File: src/rtl/vga_timing.sv
// VGA raster timing generator: pixel/line counters with sync, blanking and
// frame-start strobes all registered in the same cycle as the counters.
module vga_timing #(
    parameter int unsigned HOR_TOTAL      = 1056,
    parameter int unsigned HOR_ACTIVE     = 800,
    parameter int unsigned HOR_SYNC_START = 840,
    parameter int unsigned HOR_SYNC_STOP  = 968,
    parameter int unsigned VER_TOTAL      = 628,
    parameter int unsigned VER_ACTIVE     = 600,
    parameter int unsigned VER_SYNC_START = 601,
    parameter int unsigned VER_SYNC_STOP  = 605,
    parameter bit          SYNC_POL       = 1'b1
) (
    input  logic        clk,
    input  logic        rst_n,
    input  logic        ce,
    output logic [10:0] hcount,
    output logic [10:0] vcount,
    output logic        hsync,
    output logic        vsync,
    output logic        hblnk,
    output logic        vblnk,
    output logic        frame_start
);

    localparam int unsigned CW = 11;
    // One extra bit so a SYNC_STOP of 2048 still compares correctly.
    localparam int unsigned XW = CW + 1;

    localparam logic [CW-1:0] H_LAST = CW'(HOR_TOTAL - 1);
    localparam logic [CW-1:0] V_LAST = CW'(VER_TOTAL - 1);
    localparam logic [XW-1:0] H_ACT  = XW'(HOR_ACTIVE);
    localparam logic [XW-1:0] H_SS   = XW'(HOR_SYNC_START);
    localparam logic [XW-1:0] H_SE   = XW'(HOR_SYNC_STOP);
    localparam logic [XW-1:0] V_ACT  = XW'(VER_ACTIVE);
    localparam logic [XW-1:0] V_SS   = XW'(VER_SYNC_START);
    localparam logic [XW-1:0] V_SE   = XW'(VER_SYNC_STOP);

    logic [CW-1:0] hcount_q, hcount_d;
    logic [CW-1:0] vcount_q, vcount_d;
    logic          hsync_q, hsync_d;
    logic          vsync_q, vsync_d;
    logic          hblnk_q, hblnk_d;
    logic          vblnk_q, vblnk_d;
    logic          frame_start_q, frame_start_d;
    logic [XW-1:0] hx, vx;

    // Next counter values; decodes use them so flags line up with the counters.
    always_comb begin
        hcount_d      = hcount_q;
        vcount_d      = vcount_q;
        frame_start_d = 1'b0;
        if (ce) begin
            if (hcount_q == H_LAST) begin
                hcount_d = '0;
                if (vcount_q == V_LAST) begin
                    vcount_d      = '0;
                    frame_start_d = 1'b1;
                end else begin
                    vcount_d = vcount_q + CW'(1);
                end
            end else begin
                hcount_d = hcount_q + CW'(1);
            end
        end

        hx      = {1'b0, hcount_d};
        vx      = {1'b0, vcount_d};
        hblnk_d = (hx >= H_ACT);
        vblnk_d = (vx >= V_ACT);
        hsync_d = ((hx >= H_SS) && (hx < H_SE)) ? SYNC_POL : ~SYNC_POL;
        vsync_d = ((vx >= V_SS) && (vx < V_SE)) ? SYNC_POL : ~SYNC_POL;
    end

    always_ff @(posedge clk or negedge rst_n) begin
        if (!rst_n) begin
            hcount_q      <= '0;
            vcount_q      <= '0;
            hsync_q       <= ~SYNC_POL;
            vsync_q       <= ~SYNC_POL;
            hblnk_q       <= 1'b0;
            vblnk_q       <= 1'b0;
            frame_start_q <= 1'b0;
        end else begin
            hcount_q      <= hcount_d;
            vcount_q      <= vcount_d;
            hsync_q       <= hsync_d;
            vsync_q       <= vsync_d;
            hblnk_q       <= hblnk_d;
            vblnk_q       <= vblnk_d;
            frame_start_q <= frame_start_d;
        end
    end

    assign hcount      = hcount_q;
    assign vcount      = vcount_q;
    assign hsync       = hsync_q;
    assign vsync       = vsync_q;
    assign hblnk       = hblnk_q;
    assign vblnk       = vblnk_q;
    assign frame_start = frame_start_q;

endmodule

File: config.mk
export PLATFORM = sky130hd
export DESIGN_NAME = vga_timing
export DESIGN_NICKNAME = d
export VERILOG_FILES = /design/src/rtl/vga_timing.sv
export SDC_FILE = /design/constraint.sdc
export NUM_CORES = 1
export LEC_CHECK = 0
export BUFFER_PORTS_ARGS = -buffer_cell sky130_fd_sc_hd__buf_2
export CORE_MARGIN = 4
export CORE_UTILIZATION = 55
export CTS_BUF_LIST = sky130_fd_sc_hd__clkbuf_8
export CTS_CLUSTER_SIZE = 10
export DETAILED_ROUTE_END_ITERATION = 10
export GPL_TIMING_DRIVEN = 0
export PLACE_DENSITY = 0.81
export SLEW_MARGIN = 20
export SYNTH_ARGS = -nofsm -noshare
export SYNTH_HDL_FRONTEND = slang
export SYNTH_SLANG_ARGS = --single-unit
File: constraint.sdc
create_clock -name clk -period 6.9 [get_ports clk]
set_input_delay 0.69 -clock clk [delete_from_list [all_inputs] [get_ports clk]]
set_output_delay 0.69 -clock clk [all_outputs]
set_load 0.005 [all_outputs]
==> results.toml <==
[global_route]
grtUsageTotal_pct = 19.9
gr-total-overflow = 0
grt_pass1_vias = 1278
grt_pass1_wl_um = 5500
grt_max_degree = 28
antenna_found_initial = 0

[synth]
ys.flop_type = "dfrtp_1"
synth_top_cell_by_area = "dfrtp_1"
yosysSeqAreaShare_pct = 44.6
syn-cell-area_um2 = 1510
ys_seq_elements = 27
yosys-top-cells-count = "dfrtp_1, xnor2_1, nor2_1"
synth_cell_types = 41
syn-instance-count = 160
synth.top_cells.by_area = "dfrtp_1, xnor2_1, nand3_1"
syn_area_per_cell_um2 = 9.46
synthArstFlopShare_pct = 100
synth_fp_nets = 165
ys_warn_count = 0
synth-edff-count = 0
synth_top_area_share_pct = 44.6
yosysMostFrequentCell = "dfrtp_1"

[clocking]
cts_buffer_depth = 2
cts-resized-gates = 0
numCtsBuffers = 3
cts.sinks = 27
htree_levels = 1
tritoncts = "built"
cts_setup_buffers = 0
cts_root_buf = "clkbuf_8"
path_clk_slew_ns = 0.09
worstSkewPairLatency_ns = 0.27
cts_hold_buf = 0

[route]
drt_iter0_drc = 36
wl_met2_um = 1630
post_drt_wl_per_cell_um = 14.8
ant_nets = 0
topRoutingLayerUsed = "met4"
vias = 1307
finalWirelength_um = 3280
avgViaCountPerCell = 5.89
wl_met1_um = 1390
wl_met3_um = 197
drc = 0
dr.pass1.iters = 4

[die]
dieArea_um2 = 3660
die_h_um = 60.5
core_um2 = 2540
rows = 18
ioPinCount = 30
start_util_pct = 59.5
die_w_um = 60.5

[run]
drv_cap = 0

[layout]
finish.utilization_pct = 68.2
area_delta_synth_final_pct = 14.7
final_net_count = 198
antennaDiodeCount = 0
drive_gt1_share_pct = 22.9

[sta]
fmax_mhz = 383
relSlewSlack_pct = 61.1
period_minus_slack_ns = 2.61
hold_viol_final = 0
slew_viol_final = 0
final.setup.tns_ns = 0
finalWorstSetupSlack_ns = 4.29
rsz0062_at_grt = "false"
min_period_over_period_pct = 37.9
setup_viol = 0
tightest_slew_ns = 0.584
finClkSkew_ns = 0.00361

[setup_path]
cp.required_ns = 7.05
critPathKind = "register to register"
arrival_ns = 2.76
cp_max_fo = 8
startpoint_type = "register"
worst_setup_path_end_kind = "register"

[pwr]
power_density_nw_per_um2 = 227
vdd_drop_max_mv = 0.222
p_leak_uw = 0.000819
power_uw = 393

[placed_design]
dp.final_hpwl_um = 2450
placement.io_buffers = 28
gp_congestion = 0.863
place_ws_ns = 4.31

[run_status]
status = "finished clean"

[worst_hold_path]
hold_class = "input port to async pin"
[stage by stage]
| stage | hold WS [ns] | instances | area (um2) |
|---|---|---|---|
| finish | 0.415 | 222 | 1740 |
| global route | 0.447 | 222 | 1740 |
| CTS | 0.437 | 222 | 1740 |
| detailed placement | 0.532 | 218 | 1690 |
| global placement | 0.525 | 218 | 1690 |
| floorplan | 0.394 | 160 | 1510 |
[critical path, cell delays in order, from the launching register on]
cell and delay (ns):
dfrtp_1 0.38, clkbuf_1 0.19, or4b_2 0.71, nor3_1 0.50, or2_2 0.21, a31oi_1 0.10
nor4_1 0.30, o21ai_1 0.11
[placed cells by master, fill, tap and decap left out, types with 2 or more instances in the layout]
master,instances
inv_1,9
nand3b_1,4
o21ai_1,2
a21oi_1,8
and4_1,2
clkbuf_1,7
clkbuf_8,3
nand3_1,9
ha_1,2
or4b_2,2
xnor2_1,13
or3_1,2
o21ai_0,7
nor4_1,4
and4b_1,2
and3_1,5
nor3_1,2
dfrtp_1,27
nor2_1,12
nand2_1,10
nand2b_1,4
a31oi_1,2
buf_2,29
xor2_1,5
nand4_1,3
[sequential cells by signal (all words and copies together) (netlist names)]
signal / count
hcount: 11
vcount: 11
frame_start: 1
hblnk: 1
hsync: 1
vblnk: 1
vsync: 1
[final cells by class]
class                   instances  area [um2]
well taps                      30        37.5
fillers                       218         808
plain buffers                   8        31.3
inverters                       8        30.0
repair buffers                 28         140
multi-input cells             117         777
flip-flops and latches         27         676
clock inverters                 1        3.75
clock buffers                   3        41.3
[layer usage]
layer | global-route usage (%) | vias to the layer above
met5 | 0 | -
met4 | 9.29 | 0
met3 | 3.40 | 6
met2 | 34.6 | 40
met1 | 24.1 | 633
li1 | - | 628
[final timing paths]
check                               startpoint                   to  slack, ns  depth (start not counted)
min                                      rst_n  vcount[8]$_DFF_PN0_       0.41                          1
min reg2reg                hcount[2]$_DFF_PN0_  hcount[2]$_DFF_PN0_       0.55                          1
max reg2reg                vcount[2]$_DFF_PN0_      vblnk$_DFF_PN0_       4.29                          7
max                        vcount[2]$_DFF_PN0_      vblnk$_DFF_PN0_       4.29                          7
min in group clk           hcount[2]$_DFF_PN0_  hcount[2]$_DFF_PN0_       0.55                          1
max in group asynchronous                rst_n  hcount[4]$_DFF_PN0_       6.10                          1
[report_power, final]
part	total, uW	switching (uW)	internal [uW]
clock network	85.6	45.8	39.8
registers	205	26.2	179
logic	103	51.1	51.7
[cell families after synthesis]
logic type      count (synthesis)  share of synthesized area, %
mux                             2                          1.40
compound gates                 26                          10.5
buf+inv                        16                          4.05
flops                          27                          44.6
simple gates                   69                          27.4
xor+xnor                       18                          10.4
fa+ha+maj                       2                          1.65
No activity file was read; power rests on OpenSTA's default activity.
